<file path="config.mk">
export PLATFORM = sky130hd
export DESIGN_NAME = fetch_sequencer
export DESIGN_NICKNAME = d
export VERILOG_FILES = /design/src/rtl/fetch_sequencer.sv
export SDC_FILE = /design/constraint.sdc
export NUM_CORES = 1
export LEC_CHECK = 0
export ABC_AREA = 1
export CORE_MARGIN = 10
export CORE_UTILIZATION = 37
export DETAILED_ROUTE_END_ITERATION = 8
export PLACE_DENSITY = 0.81
export SLEW_MARGIN = 20
export SYNTH_ARGS = -nofsm -noshare
export SYNTH_HDL_FRONTEND = slang
export SYNTH_SLANG_ARGS = --single-unit
</file>
<file path="constraint.sdc">
create_clock -name clk -period 1.6 [get_ports clk]
set_clock_uncertainty 0.2 [all_clocks]
set_input_delay 0.48 -clock clk [delete_from_list [all_inputs] [get_ports clk]]
set_output_delay 0.48 -clock clk [all_outputs]
set_load 0.02 [all_outputs]
</file>
<file path="src/rtl/fetch_sequencer.sv">
// Fetch controller: owns the program counter, addresses the synchronous-read
// instruction memory and presents each fetched word to decode over a
// valid/ready handshake. Handles branch redirects and halt detection.
module fetch_sequencer #(
  parameter int unsigned      WIDTH      = 8,
  parameter int unsigned      DEPTH      = 4,
  parameter int unsigned      START_ADDR = 0,
  parameter logic [WIDTH-1:0] HALT_INSTR = WIDTH'(8'hFF),
  localparam int unsigned     AW         = (DEPTH > 1) ? $clog2(DEPTH) : 1
) (
  input  logic             clk,
  input  logic             rst,            // asynchronous, active-low
  input  logic             start,
  output logic [AW-1:0]    mem_addr,
  input  logic [WIDTH-1:0] mem_instr,
  output logic [WIDTH-1:0] instr,
  output logic             instr_valid,
  input  logic             instr_ready,
  output logic [AW-1:0]    pc,
  input  logic             redirect,
  input  logic [AW-1:0]    redirect_addr,
  output logic             halted,
  output logic             busy
);

  typedef enum logic [1:0] {
    S_IDLE  = 2'd0,
    S_REQ   = 2'd1,
    S_VALID = 2'd2,
    S_HALT  = 2'd3
  } state_e;

  // Start address folded into the legal range once, at elaboration.
  localparam logic [AW-1:0] START_PC = (START_ADDR < DEPTH) ? AW'(START_ADDR) : '0;

  state_e           state_q, state_d;
  logic [AW-1:0]    pc_q, pc_d;
  logic [WIDTH-1:0] instr_q, instr_d;

  // Targets outside the populated range (possible only with a
  // non-power-of-2 DEPTH) restart fetch from address 0.
  function automatic logic [AW-1:0] legal_addr(input logic [AW-1:0] a);
    logic [AW-1:0] r;
    r = a;
    if (32'(a) >= DEPTH) r = '0;
    return r;
  endfunction

  // Sequential successor, wrapping modulo DEPTH (also for non-power-of-2).
  function automatic logic [AW-1:0] next_addr(input logic [AW-1:0] a);
    logic [AW-1:0] r;
    r = a + AW'(1);
    if (32'(a) >= DEPTH - 1) r = '0;
    return r;
  endfunction

  // State, PC and last-presented word registers; reset drops any pending word.
  always_ff @(posedge clk or negedge rst) begin
    if (!rst) begin
      state_q <= S_IDLE;
      pc_q    <= '0;
      instr_q <= '0;
    end else begin
      state_q <= state_d;
      pc_q    <= pc_d;
      instr_q <= instr_d;
    end
  end

  // Next-state, PC and word-hold logic.
  always_comb begin
    state_d = state_q;
    pc_d    = pc_q;
    instr_d = instr_q;
    case (state_q)
      S_IDLE: begin
        if (start) begin
          pc_d    = START_PC;
          state_d = S_REQ;
        end
      end
      S_REQ: begin
        // The memory registers the word for pc on the edge leaving REQ;
        // a redirect re-aims the request instead and stays here.
        if (redirect) begin
          pc_d = legal_addr(redirect_addr);
        end else begin
          state_d = S_VALID;
        end
      end
      S_VALID: begin
        instr_d = mem_instr;
        if (redirect) begin
          pc_d    = legal_addr(redirect_addr);
          state_d = S_REQ;
        end else if (instr_ready) begin
          if (mem_instr == HALT_INSTR) begin
            state_d = S_HALT;
          end else begin
            pc_d    = next_addr(pc_q);
            state_d = S_REQ;
          end
        end
      end
      S_HALT: begin
        if (start) begin
          pc_d    = START_PC;
          state_d = S_REQ;
        end
      end
      default: begin
        state_d = S_IDLE;
      end
    endcase
  end

  // The memory output register already holds the word for pc throughout
  // VALID (pc and mem_addr do not move until the handshake), so it is the
  // presented instruction there; instr_q keeps the last word otherwise and
  // returns 0 immediately on reset.
  always_comb begin
    instr       = instr_q;
    instr_valid = 1'b0;
    busy        = 1'b0;
    halted      = 1'b0;
    case (state_q)
      S_REQ: begin
        busy = 1'b1;
      end
      S_VALID: begin
        instr       = mem_instr;
        instr_valid = 1'b1;
        busy        = 1'b1;
      end
      S_HALT: begin
        halted = 1'b1;
      end
      default: begin
        busy = 1'b0;
      end
    endcase
  end

  assign pc       = pc_q;
  assign mem_addr = pc_q;

endmodule

</file>
**Word level (Yosys, flattened, before mapping)**

Cells that the tools add are included.

- RAM bits: 0
- Word-level logic and storage cells: 36
- Output and inout port bits: 15
- Bits of input ports: 15
- Flip-flop bits (word level): 12
- Memories kept: 0
- ROM bits: 0
- Bits in latches: 0

- Shift operators: 0
- Add/subtract/negate cells: 1
- Divide/modulo/power cells: 0
- Multipliers: 0
- Reduce and logical (&&, ||, !) cells: 5
- Bitwise gates (word level): 0
- Equality and inequality tests: 9
- $lt $le $gt $ge: 1
- Multiplexer cells: 17

Operators by type and width:

| cell | count |
|---|---|
| 2-to-1 mux 2 bit | 11 |
| one-hot mux 2 bit (3 select lines) | 2 |
| equality test 8 bit (second input constant) | 1 |
| 2-to-1 mux 8 bit | 1 |
| inequality test 3 bit (second input constant) | 2 |
| equality test 2 bit (second input constant) | 2 |
| inequality test 2 bit (second input constant) | 2 |
| AND reduction 4 bit | 1 |
| OR reduction 2 bit | 2 |
| 2-to-1 mux 1 bit | 3 |
| AND reduction 3 bit | 1 |
| adder 2 x 1 -> 2 bit (second input constant) | 1 |
| equality test 2 x 1 -> 1 bit (second input constant) | 1 |
| greater-or-equal comparator 2 bit (second input constant) | 1 |
| logical NOT 2 bit | 1 |
| inequality test 2 x 1 -> 1 bit (second input constant) | 1 |

**Longest topological paths before layout**

Gate-level depths: netlist of run 1.

- Depth after elaboration: 6
- Mapped depth: 10
- Mapped depth without buffers: 9

**Worst setup path after synthesis of run 1**

Ideal clock, no wire load.

- Path kind: register -> output
- Start point: reg state_q[0]
- End point: out instr[0]
- Setup slack: -341 ps
- Data required time: 920 ps
- Data arrival time: 1261 ps
- Stages on the path, launching flop included: 8
- Path buffers: 2
- Path through: dfrtp_1 inv_1 ha_1 buf_6 inv_4 buf_8 nand2_1 nand2_1

- Cells in the longest elaborated chain, start to end: 2

Ends and longest elaborated chain:

| item | line | text |
|---|---|---|
| from (decl) | 36 | `state_e state_q, state_d;` |
| from (signal assigned) | 64 | `state_q <= state_d;` |
| equality test 2 bit | 126 | `case (state_q)` |
| 2-to-1 mux 8 bit | -- |  |
| to (decl) | 16 | `output logic [WIDTH-1:0] instr,` |

No other way between the ends.

**Worst setup path in the final report of run 1**

- Start point: reg state_q[1]
- End point: out instr_valid

- Cells in the longest elaborated chain, start to end: 2

Ends and longest elaborated chain:

| item | line | text |
|---|---|---|
| equality test 2 bit | 126 |  |
| 2-to-1 mux 1 bit | 126 |  |
| to (decl) | 17 | `output logic instr_valid,` |

No other way between the ends.

==> results summary, run 1 <==
The top-level I/O count came out at 30. The clock net in this run drives a total of 12 sinks. The largest net degree at the start of global routing came out at 13. Fill cells in the final layout number 146. The global routing stage identified its most utilized layer as met2. The synthesized net count came out at 117. The share of the clock period used by the worst path after layout is 123%. The static leakage power came out at 0.699 nW. The share of the synthesized area in the top cell type is 41.2%. Counting instances in the post-synthesis netlist gives the leading cell types as 46 x sky130_fd_sc_hd__nand2_1, 12 x sky130_fd_sc_hd__dfrtp_1, 10 x sky130_fd_sc_hd__inv_1. The required time of the worst setup path came out at 920 ps. The cell taking the most area after synthesis is sky130_fd_sc_hd__dfrtp_1. The half-perimeter wire length after detailed placement came out at 1520 um.

The count of flip-flops with a built-in enable after synthesis is 0. The buffer depth of the longest clock path is 2. STA classifies the critical path endpoint as an output port. The number of global-route vias before repair is 749. The critical path is of the flop to output port type. The clock latency of the later-clocked register in the worst-skew pair came out at 270 ps. The data arrival time of the critical path came out at 1290 ps.

The pre-CTS setup slack is -800 ps. In this run, the number of DRC markers left after iteration 0 of detailed routing was 11. The horizontal die dimension is 64.4 um.

Once the floorplan was initialized, standard cells occupied 40.4% of the core. The number of I/O port buffers is 29. The netlist area before placement is 728 sq um. The number of remaining DRC errors came out at 0.

The mean area per synthesized cell is 7.51 sq um. After detailed routing, the number of vias per cell comes to 4.37. The met3 track demand over resource came out at 4.70%.

The minimum setup slack in the final design is -372 ps. The largest voltage drop on the vdd net came out at 0.00135 V. The routed wire length per instance is 12.7 um.

In the post-synthesis netlist, the cell with the most instances is sky130_fd_sc_hd__nand2_1. The detailed-router iteration count before antenna repair came out at 4. The number of max-capacitance violations reported came out at 0. In the synthesized netlist the dominant register cell turns out to be sky130_fd_sc_hd__dfrtp_1. Setup repair after global routing could not meet its margin everywhere. The final setup violation count is 14. The highest clock rate is 507 MHz. The synthesized design contains 12 register bits.

The chip height is 64.4 um. The congestion estimate from routability-driven global placement came to 0.687. The number of placement rows is 15. The flow ran to the end, but the final reports show violations. By area the synthesized netlist is led by sky130_fd_sc_hd__dfrtp_1 41%, sky130_fd_sc_hd__nand2_1 24%, sky130_fd_sc_hd__ha_1 8.6%, sky130_fd_sc_hd__inv_1 5.2%, sky130_fd_sc_hd__nor2_1 4.6%. The total CTS buffers came out at 3. The synthesis warning total is 0. The number of antenna violations at the first check in global routing is 0. The largest driver fanout on the critical path came out at 5.

The smallest clock period supported by the final layout is computed as 1970 ps. The met1 layer usage reported by global route came out at 9.24%. The slew at the pin with the worst max-slew slack came out at 353 ps. The signed area change from the synthesized netlist to the final layout came out at 75.8%. Across all layers, the routed design uses 752 vias.

The worst hold path belongs to the class flop to flop. The post-route netlist has 47.6% of its cells at a drive strength greater than 1. In this run the clock root is driven by a sky130_fd_sc_hd__clkbuf_4. The number of inserted diodes is 0. The wire length of the first global-routing pass is 3340 um.

The power density normalized to cell area came out at 2260 nW/um^2. The multi-input combinational cell area is 418 sq um. The overall power is 0.00289 W. After synthesis, the share of flip-flops with an asynchronous set or reset is 100%.

The synthesized netlist cell count is 97. The count of nets after finishing is 168. The number of hold violations in the final report came out at 0. The region available for standard cell placement spans 1800 sq um. The post-CTS clock slew at the launch and capture registers of the worst setup and hold paths came out at 80 ps. The remaining antenna violation count is 0. In this run the tightest slew margin relative to its limit is 76.4%. The hold slack is 270 ps. The hold-fix buffer count after cts is 0. The overflow left after global routing came out at 0.

The floorplan die area came out at 4140 sq um. The fraction of met2 tracks used by global routing is 18.5%. Wires add up to 2180 um. The part of the Yosys area used for sequential elements came out at 41.2%. The end-of-flow core utilization came out at 71.0%.

The total count of max-transition violations in the final report was 0. TritonCTS built the clock tree. The area of all sequential standard cells came out at 300 sq um. Global routing used 9.87% of the available tracks across all layers. The post-route setup TNS is -3620 ps.

The unique cell type count in the Yosys netlist came out at 17. The depth of the CTS H-tree is 1. The final reports fail on setup timing. The startpoint class of the critical path is a flop.
[flip-flops by register name (all words and copies together), names as in the netlist]
register	cells
instr_q	8
mem_addr	2
state_q	2
[final timing paths]
kind                                     endpoint              startpoint  cells after the start  slack [ps]
setup / recovery                      instr_valid  state_q[1]$_DFFE_PN0P_                      4        -370
hold / removal               instr_q[6]$_DFF_PN0_    instr_q[6]$_DFF_PN0_                      2         270
setup reg to reg           state_q[1]$_DFFE_PN0P_  state_q[1]$_DFFE_PN0P_                      8         -40
hold reg to reg              instr_q[6]$_DFF_PN0_    instr_q[6]$_DFF_PN0_                      2         270
max in group asynchronous    instr_q[4]$_DFF_PN0_                     rst                      2         740
min in group asynchronous  state_q[0]$_DFFE_PN0P_                     rst                      2         290
[layout by cell type (no fill, tap or decap)]
master,instances
sky130_fd_sc_hd__ha_1,2
sky130_fd_sc_hd__nand3_2,1
sky130_fd_sc_hd__buf_6,12
sky130_fd_sc_hd__buf_2,4
sky130_fd_sc_hd__clkbuf_8,1
sky130_fd_sc_hd__nand2_2,14
sky130_fd_sc_hd__clkbuf_4,3
sky130_fd_sc_hd__buf_4,20
sky130_fd_sc_hd__inv_4,2
sky130_fd_sc_hd__nor2_1,8
sky130_fd_sc_hd__nor2_4,1
sky130_fd_sc_hd__dfrtp_1,12
sky130_fd_sc_hd__dlymetal6s2s_1,1
sky130_fd_sc_hd__o21ai_1,1
sky130_fd_sc_hd__inv_1,7
sky130_fd_sc_hd__ha_4,1
sky130_fd_sc_hd__ha_2,2
sky130_fd_sc_hd__nor2_2,3
sky130_fd_sc_hd__o211ai_1,1
sky130_fd_sc_hd__nand2_1,30
sky130_fd_sc_hd__inv_2,2
sky130_fd_sc_hd__nand3_1,2
sky130_fd_sc_hd__nand2_4,4
sky130_fd_sc_hd__clkdlybuf4s50_1,13
[through the flow]
| step | std cells | cell area (sq um) |
|---|---|---|
| global placement | 158 | 1120 |
| finish | 172 | 1280 |
| detailed placement | 158 | 1120 |
| floorplan | 97 | 761 |
| CTS | 170 | 1230 |
| global route | 172 | 1280 |
[logic make-up (layout without fill, tap and decap cells)]
group	count (synthesis)	in the layout	share of synthesized area, %
compound gates	2	2	1.72
fa+ha+maj	5	5	8.59
simple gates	63	63	36.8
buf+inv	15	65	11.7
flops	12	12	41.2
[what timing repair did]
action | in CTS | in global routing
buffers inserted | 8 | 2
resized for setup | 90 | 14
pin swaps | 8 | 3
endpoints found under the setup margin | 19 | 15
[cell type report]
| type | count | area share, % |
|---|---|---|
| clock buffer | 4 | 2.83 |
| inverter | 11 | 3.62 |
| multi-input combinational | 70 | 32.6 |
| sequential | 12 | 23.5 |
| tap | 25 | 2.44 |
| timing repair buffer | 50 | 35.0 |
[routing by layer]
layer	part of all wire, %	vias to the layer above	wire, um
met5	0	-	0
met4	0.69	0	15
met3	7.1	2	154
met2	57	17	1240
met1	36	346	774
li1	-	387	-
[report_power, final]
group          total (W)  switching (W)  leakage [nW]  internal, W
Sequential      0.000510      0.0000582         0.148     0.000451
Combinational    0.00214        0.00109         0.530      0.00105
Clock           0.000241       0.000103        0.0210     0.000138
Total            0.00289        0.00125         0.699      0.00164
[critical path, stage by stage, from the launching register on]
cell and delay, ps:
sky130_fd_sc_hd__dfrtp_1 420, sky130_fd_sc_hd__ha_4 200, sky130_fd_sc_hd__buf_6 130, sky130_fd_sc_hd__buf_4 140, sky130_fd_sc_hd__buf_6 130
Power figures use the tool's default switching activity.
==> inputs of run 2 (changes only) <==
--- a/config.mk
+++ b/config.mk
@@ -6,7 +6,7 @@
 export NUM_CORES = 1
 export LEC_CHECK = 0
 export ABC_AREA = 1
-export CORE_MARGIN = 10
+export CORE_MARGIN = 2
 export CORE_UTILIZATION = 37
 export DETAILED_ROUTE_END_ITERATION = 8
 export PLACE_DENSITY = 0.81
==> run 2 against run 1 <==
Against the previous run:
- the flow still finishes with violations (setup timing)
- worst hold slack better by 4.1 ps
- worst setup slack worse by 43 ps
- cell count up 2.3%
- first-iteration DRC count down 55%
==> results summary, run 2 (synthesis gave the netlist of run 1 again) <==
Most frequent cells in the layout: 29 x sky130_fd_sc_hd__nand2_1, 26 x sky130_fd_sc_hd__buf_4, 17 x sky130_fd_sc_hd__nand2_2 (was 30 x sky130_fd_sc_hd__nand2_1, 20 x sky130_fd_sc_hd__buf_4, 14 x sky130_fd_sc_hd__nand2_2). The top routing layer in use is met4 (unchanged). The worst-case register-to-register setup slack came out at -320 ps (was -40 ps).

The hold slack is 274 ps (was 270 ps). The buffer cell driving the clock tree root is sky130_fd_sc_hd__clkbuf_4 (unchanged). The number of placement rows was 16 (was 15). The largest voltage drop on the vdd net came to 0.00122 V (was 0.00135 V). The minimum setup slack in the final design was -415 ps (was -372 ps).

The number of vias in the routed layout came out at 783 (was 752). The standard cell core area is 1900 sq um (was 1800 sq um). The clock latency of the later-clocked register in the worst-skew pair came out at 270 ps (about the same). The routed length on met3 is 91 um (was 154 um). The data arrival time of the critical path came to 1340 ps (was 1290 ps). Outcome: complete, but fails checks (unchanged). The top-level I/O count was 30 (unchanged).

The highest clock rate came to 496 MHz (was 507 MHz). The flip-flop count of the largest register, all copies and words added came to 8 (unchanged). The peak per-stage delay on the critical path was 410 ps (was 420 ps). The total number of clock tree sinks is 12 (unchanged).

The source of the worst hold timing path is instr_q[0]$_DFF_PN0_ (was instr_q[6]$_DFF_PN0_). The number of I/O port buffers is 29 (unchanged). The net switching fraction of the power was 43.8% (was 43.2%). The depth of the CTS H-tree came out at 1 (unchanged). The floorplan die area came out at 2340 sq um (was 4140 sq um).

The ratio of cells with drive above 1 in the final layout is 51.7% (was 47.6%). The detailed-router iteration count before antenna repair came out at 4 (unchanged). The slew at the pin with the worst max-slew slack was 200 ps (was 353 ps). The critical path capture point type is an output port (unchanged).

The number of remaining DRC errors came out at 0 (unchanged). The logic depth of the worst register-to-register path is 11 (was 8). The largest net degree at the start of global routing came to 13 (unchanged). The hold-fix buffer count after cts came to 0 (unchanged). The wire length of the first global-routing pass came out at 3440 um (was 3340 um). The CTS tree is done (unchanged).

The post-CTS clock slew at the launch and capture registers of the worst setup and hold paths is 80 ps (about the same). The share of the clock period used by the worst path after layout is 126% (was 123%). The power density normalized to cell area was 2290 nW/um^2 (was 2260 nW/um^2). The total CTS buffers came out at 3 (unchanged). The class of the tightest hold or removal check is flop to flop (unchanged). The capture endpoint of the worst hold path is instr_q[0]$_DFF_PN0_ (was instr_q[6]$_DFF_PN0_). The largest driver fanout on the critical path came to 6 (was 5). The count of nets after finishing came out at 170 (was 168). The total count of max-transition violations in the final report came out at 0 (unchanged). The overall power is 0.00298 W (was 0.00289 W). The via-per-instance ratio came to 4.45 (was 4.37). The routed wire length per instance is 11.9 um (was 12.7 um). The number of hold violations in the final report came to 0 (unchanged). The startpoint of the most critical register-to-register path is state_q[0]$_DFFE_PN0P_ (was state_q[1]$_DFFE_PN0P_).

The clock share of power came out at 8.0% (was 8.3%). The logic gate share of total power is 74.5% (was 74.0%). The cell with the most instances on the worst path is sky130_fd_sc_hd__buf_6 (unchanged).

The signed area change from the synthesized netlist to the final layout is 78.4% (was 75.8%). The total internal power was 0.00167 W (was 0.00164 W). The final period demand of the worst path came to 2020 ps (was 1970 ps).

The routed length on met2 is 1200 um (was 1240 um). The overflow left after global routing came out at 0 (unchanged). The startpoint class of the critical path is a flop (unchanged). The post-route met1 wirelength came out at 789 um (was 774 um). The slowest cell on the critical path is sky130_fd_sc_hd__dfrtp_1 (unchanged).

The leading cell type in the layout, fill and taps excluded is sky130_fd_sc_hd__nand2_1 (unchanged). The largest register by flop count is instr_q (unchanged). The number of global-route vias before repair came to 796 (was 749).

The remaining max-slew budget at the tightest pin is 86.6% (was 76.4%). The number of max-capacitance violations reported came out at 0 (unchanged). The number of inserted diodes is 0 (unchanged).

The final setup violation count came out at 16 (was 14). The static leakage power is 0.689 nW (was 0.699 nW). The half-perimeter wire length after detailed placement came to 1380 um (was 1520 um). The worst hold path stage count is 2 (unchanged). The source of the critical timing path is state_q[0]$_DFFE_PN0P_ (was state_q[1]$_DFFE_PN0P_). The reg-to-reg critical path endpoint is instr_q[5]$_DFF_PN0_ (was state_q[1]$_DFFE_PN0P_). The remaining antenna violation count came out at 0 (unchanged). The switching power of the nets came out at 0.00131 W (was 0.00125 W). The DRC violation total after the first TritonRoute iteration is 5 (was 11). The startpoint-to-endpoint class of the critical path is flop to output port (unchanged). The portion of total power attributed to sequential cells came out at 17.5% (was 17.6%).

The buffer depth of the longest clock path came out at 2 (unchanged). The post-route setup TNS is -4610 ps (was -3620 ps). The final weighted congestion in routability-driven placement is 0.784 (was 0.687). The required time of the worst setup path was 920 ps (about the same). RSZ-0062 raised after global routing: true (unchanged). Cell-by-cell trace of the critical path: inv_2, ha_4, buf_6, buf_4, buf_6 (was ha_4, buf_6, buf_4, buf_6).

The global-route usage over all layers is 18.9% (was 9.87%). Failing checks: setup timing (unchanged). The chip height came out at 48.4 um (was 64.4 um). The initial core utilization was 38.3% (was 40.4%). The number of antenna violations at the first check in global routing is 0 (unchanged).

The horizontal die dimension came out at 48.4 um (was 64.4 um). The final routed wirelength across all metal layers came out at 2100 um (was 2180 um).
[run 2: how the worst max path moves through the flow]
stage | endpoint | cells past startpoint
after floorplan | instr[0] | 7
after detailed placement | instr[3] | 4
after global placement | instr[1] | 4
after global routing | instr[4] | 6
after CTS | instr[4] | 6
final | instr_valid | 5
[run 2: worst max-delay path, delay by kind of cell (launching register included)]
family                   cells  cell delay, ps
buffers and inverters        4             480
flip-flops                   1             410
adder cells (fa/ha/maj)      1             180
[run 2: per-stage QoR]
| step | cells | setup slack, ps | cell area, sq um | utilization [%] |
|---|---|---|---|---|
| floorplan | 97 | -181 | 761 | - |
| detailed placement | 161 | -800 | 1130 | 59.6 |
| CTS | 173 | -406 | 1230 | 64.8 |
| global route | 176 | -480 | 1300 | 68.3 |
| global placement | 161 | -778 | 1130 | 59.6 |
| finish | 176 | -415 | 1300 | 68.3 |
[run 2: cell type report]
class	count	area [sq um]
clock buffers	4	36.3
fillers	152	603
inverters	11	46.3
multi-input cells	70	437
flip-flops and latches	12	300
well taps	27	33.8
repair buffers	52	445
[run 2: layer usage]
layer / global-route usage, % / vias to the layer above
li1: - / 395
met1: 20.3 / 364
met2: 36.6 / 22
met3: 4.01 / 2
met4: 5.71 / 0
met5: 0 / -
[run 2: what timing repair did]
action / CTS / global route
gates resized for setup: 91 / 13
setup endpoints to repair: 19 / 16
buffers inserted: 8 / 3
gates cloned: 0 / 0
pin swaps: 8 / 4
[run 2: power groups by stage]
stage	logic (W)	registers, W	clock network, W
CTS	0.00201	0.000519	0.000249
detailed placement	0.00176	0.000520	0
finish	0.00222	0.000521	0.000240
global placement	0.00172	0.000511	0
global route	0.00238	0.000539	0.000263
floorplan	0.00101	0.000548	0
==> inputs of run 3 (changes only) <==
==> constraint.sdc (replaced) <==
create_clock -name clk -period 1.7 [get_ports clk]
set_clock_uncertainty 0.2 [all_clocks]
set_input_delay 0.51 -clock clk [delete_from_list [all_inputs] [get_ports clk]]
set_output_delay 0.51 -clock clk [all_outputs]
set_load 0.02 [all_outputs]
==> run 3 against run 2 <==
Against the previous run:
- the run still ends with setup timing left
- worst hold slack hardly changed
- utilization increased by 1.2 points
- via count is 1.3% higher
- critical endpoint is now instr[5]
- largest power group unchanged
==> results summary, run 3 (synthesis gave the netlist of run 1 again) <==
Outcome: complete, but fails checks (unchanged). Failing checks: setup timing (unchanged). Static timing analysis puts the maximum clock frequency at 488 MHz. The power density normalized to cell area is 2160 nW/um^2 (was 2290 nW/um^2). The non-filler instance count after layout is 177 (was 176).

The remaining max-slew budget at the tightest pin came out at 84.7% (was 86.6%). The number of inserted diodes was 0 (unchanged). The initial core utilization was 38.3% (unchanged). The data arrival time of the critical path came out at 1340 ps (about the same). The chip height was 48.4 um (unchanged). The top-level I/O count is 30 (unchanged). The largest net degree at the start of global routing came out at 13 (unchanged). The number of placement rows came to 16 (unchanged). The share of the clock period used by the worst path after layout came out at 121%. The static leakage power came to 0.703 nW (was 0.689 nW). The critical path capture point type is an output port (unchanged). The largest driver fanout on the critical path came out at 6 (unchanged).

The number of I/O port buffers came out at 29 (unchanged). The buffer cell driving the clock tree root was sky130_fd_sc_hd__clkbuf_4 (unchanged). The depth of the CTS H-tree came out at 1 (unchanged). The post-route standard cell area excluding fillers is 1320 sq um (was 1300 sq um). The count of nets after finishing came out at 171 (was 170). The slew at the pin with the worst max-slew slack is 229 ps (was 200 ps). The final period demand of the worst path came out at 2050 ps.

The post-CTS clock slew at the launch and capture registers of the worst setup and hold paths is 80 ps (about the same). The post-detailed-placement cell area is 1130 sq um (unchanged). The final setup violation count came out at 13 (was 16). The number of global-route vias before repair came out at 792 (was 796). The horizontal die dimension is 48.4 um (unchanged). The required time of the worst setup path came out at 990 ps (was 920 ps). The half-perimeter wire length after detailed placement came out at 1380 um (unchanged). The clock latency of the later-clocked register in the worst-skew pair came out at 270 ps (about the same).

The signed area change from the synthesized netlist to the final layout was 81.6% (was 78.4%). The global-route usage over all layers came out at 18.8% (was 18.9%). The final routed wirelength across all metal layers was 2170 um (was 2100 um). The ratio of cells with drive above 1 in the final layout came out at 50.7% (was 51.7%). The largest register by flop count is instr_q (unchanged). The routed wire length per instance came out at 12.3 um (was 11.9 um). The number of cells after detailed placement was 161 (unchanged). The largest voltage drop on the vdd net is 0.00115 V (was 0.00122 V).

Most frequent cells in the layout: 29 x sky130_fd_sc_hd__nand2_1, 26 x sky130_fd_sc_hd__buf_4, 17 x sky130_fd_sc_hd__nand2_2 (unchanged). The remaining antenna violation count is 0 (unchanged). The via-per-instance ratio is 4.48 (was 4.45). The detailed-router iteration count before antenna repair is 4 (unchanged).

The DRC violation total after the first TritonRoute iteration came out at 10 (was 5). The total number of clock tree sinks is 12 (unchanged). The floorplan die area came out at 2340 sq um (unchanged). The class of the tightest hold or removal check is flop to flop (unchanged). RSZ-0062 raised after global routing: true (unchanged).

The final weighted congestion in routability-driven placement came out at 0.784 (unchanged). The leading cell type in the layout, fill and taps excluded was sky130_fd_sc_hd__nand2_1 (unchanged). The wire length of the first global-routing pass came out at 3440 um (about the same). The overflow left after global routing was 0 (unchanged). The number of antenna violations at the first check in global routing was 0 (unchanged). The number of hold violations in the final report came out at 0 (unchanged). The fill cell total of the finished layout is 148 (was 152).

The startpoint-to-endpoint class of the critical path is flop to output port (unchanged). The post-route setup TNS came out at -3680 ps (was -4610 ps). The standard cell core area is 1900 sq um (unchanged). The total count of max-transition violations in the final report is 0 (unchanged). The minimum setup slack in the final design came out at -349 ps (was -415 ps).

The CTS tree is done (unchanged). The startpoint class of the critical path is a flop (unchanged). The number of remaining DRC errors is 0 (unchanged). The flip-flop count of the largest register, all copies and words added came out at 8 (unchanged).

The total CTS buffers is 3 (unchanged). The number of max-capacitance violations reported is 0 (unchanged). The buffer depth of the longest clock path came to 2 (unchanged). The number of vias in the routed layout came out at 793 (was 783).
run 3: cell count changes in the layout (fill, tap and decap cells not counted), sizes merged:
cell,change
clkdlybuf4s50,-1
dlymetal6s2s,+1
clkdlybuf4s15,+2
buf,-3
clkbuf,+2
run 3: worst paths after layout:
path,from,end,slack [ps],cells after the start
setup reg to reg,state_q[0]$_DFFE_PN0P_,instr_q[5]$_DFF_PN0_,-340,12
hold reg to reg,instr_q[0]$_DFF_PN0_,instr_q[0]$_DFF_PN0_,270,2
max in group asynchronous,rst,mem_addr[1]$_DFFE_PN0P_,810,2
min in group asynchronous,rst,instr_q[7]$_DFF_PN0_,340,2
hold / removal,instr_q[0]$_DFF_PN0_,instr_q[0]$_DFF_PN0_,270,2
setup / recovery,state_q[0]$_DFFE_PN0P_,instr[5],-350,6
run 3: final cells by class:
type | instances | area (sq um) | share of cell area [%]
Timing Repair Buffer | 53 | 469 | 35.5
Sequential cell | 12 | 300 | 22.7
Multi-Input combinational cell | 70 | 437 | 33.0
Tap cell | 27 | 33.8 | 2.55
Clock buffer | 4 | 36.3 | 2.74
Inverter | 11 | 46.3 | 3.50
run 3: power by group:
part	switching, W	internal, W
Sequential	0.0000684	0.000425
Combinational	0.00108	0.00106
Clock	0.0000955	0.000130
Total	0.00125	0.00161
run 3: what timing repair did:
action / 4_1_cts / 5_1_grt
cloned: 0 / 0
pin swaps: 5 / 4
hold buffers: 0 / 0
setup endpoints to repair: 15 / 18
gates resized for setup: 79 / 21
setup buffers: 9 / 3
run 3: per-stage QoR:
step	util (%)	setup WS (ps)	total power [W]	hold WS [ps]
floorplan	-	-111	0.00147	14.4
global placement	59.6	-738	0.00210	252
detailed placement	59.6	-760	0.00214	257
CTS	65.9	-336	0.00263	277
global route	69.5	-416	0.00305	315
finish	69.5	-349	0.00286	274
run 3: metal layers:
metal | share of wire, % | GRT usage, % | up-vias
met5 | 0 | 0 | -
met4 | 0.88 | 5.71 | 0
met3 | 4.0 | 3.70 | 2
met2 | 57 | 36.3 | 20
met1 | 38 | 20.5 | 375
li1 | - | - | 396
run 3: worst max-delay path, stage by stage (launching register included):
cell	delay, ps
sky130_fd_sc_hd__dfrtp_1	410
sky130_fd_sc_hd__inv_2	80
sky130_fd_sc_hd__ha_4	180
sky130_fd_sc_hd__buf_6	150
sky130_fd_sc_hd__nand2_2	50
sky130_fd_sc_hd__nand2_2	80
sky130_fd_sc_hd__buf_6	120
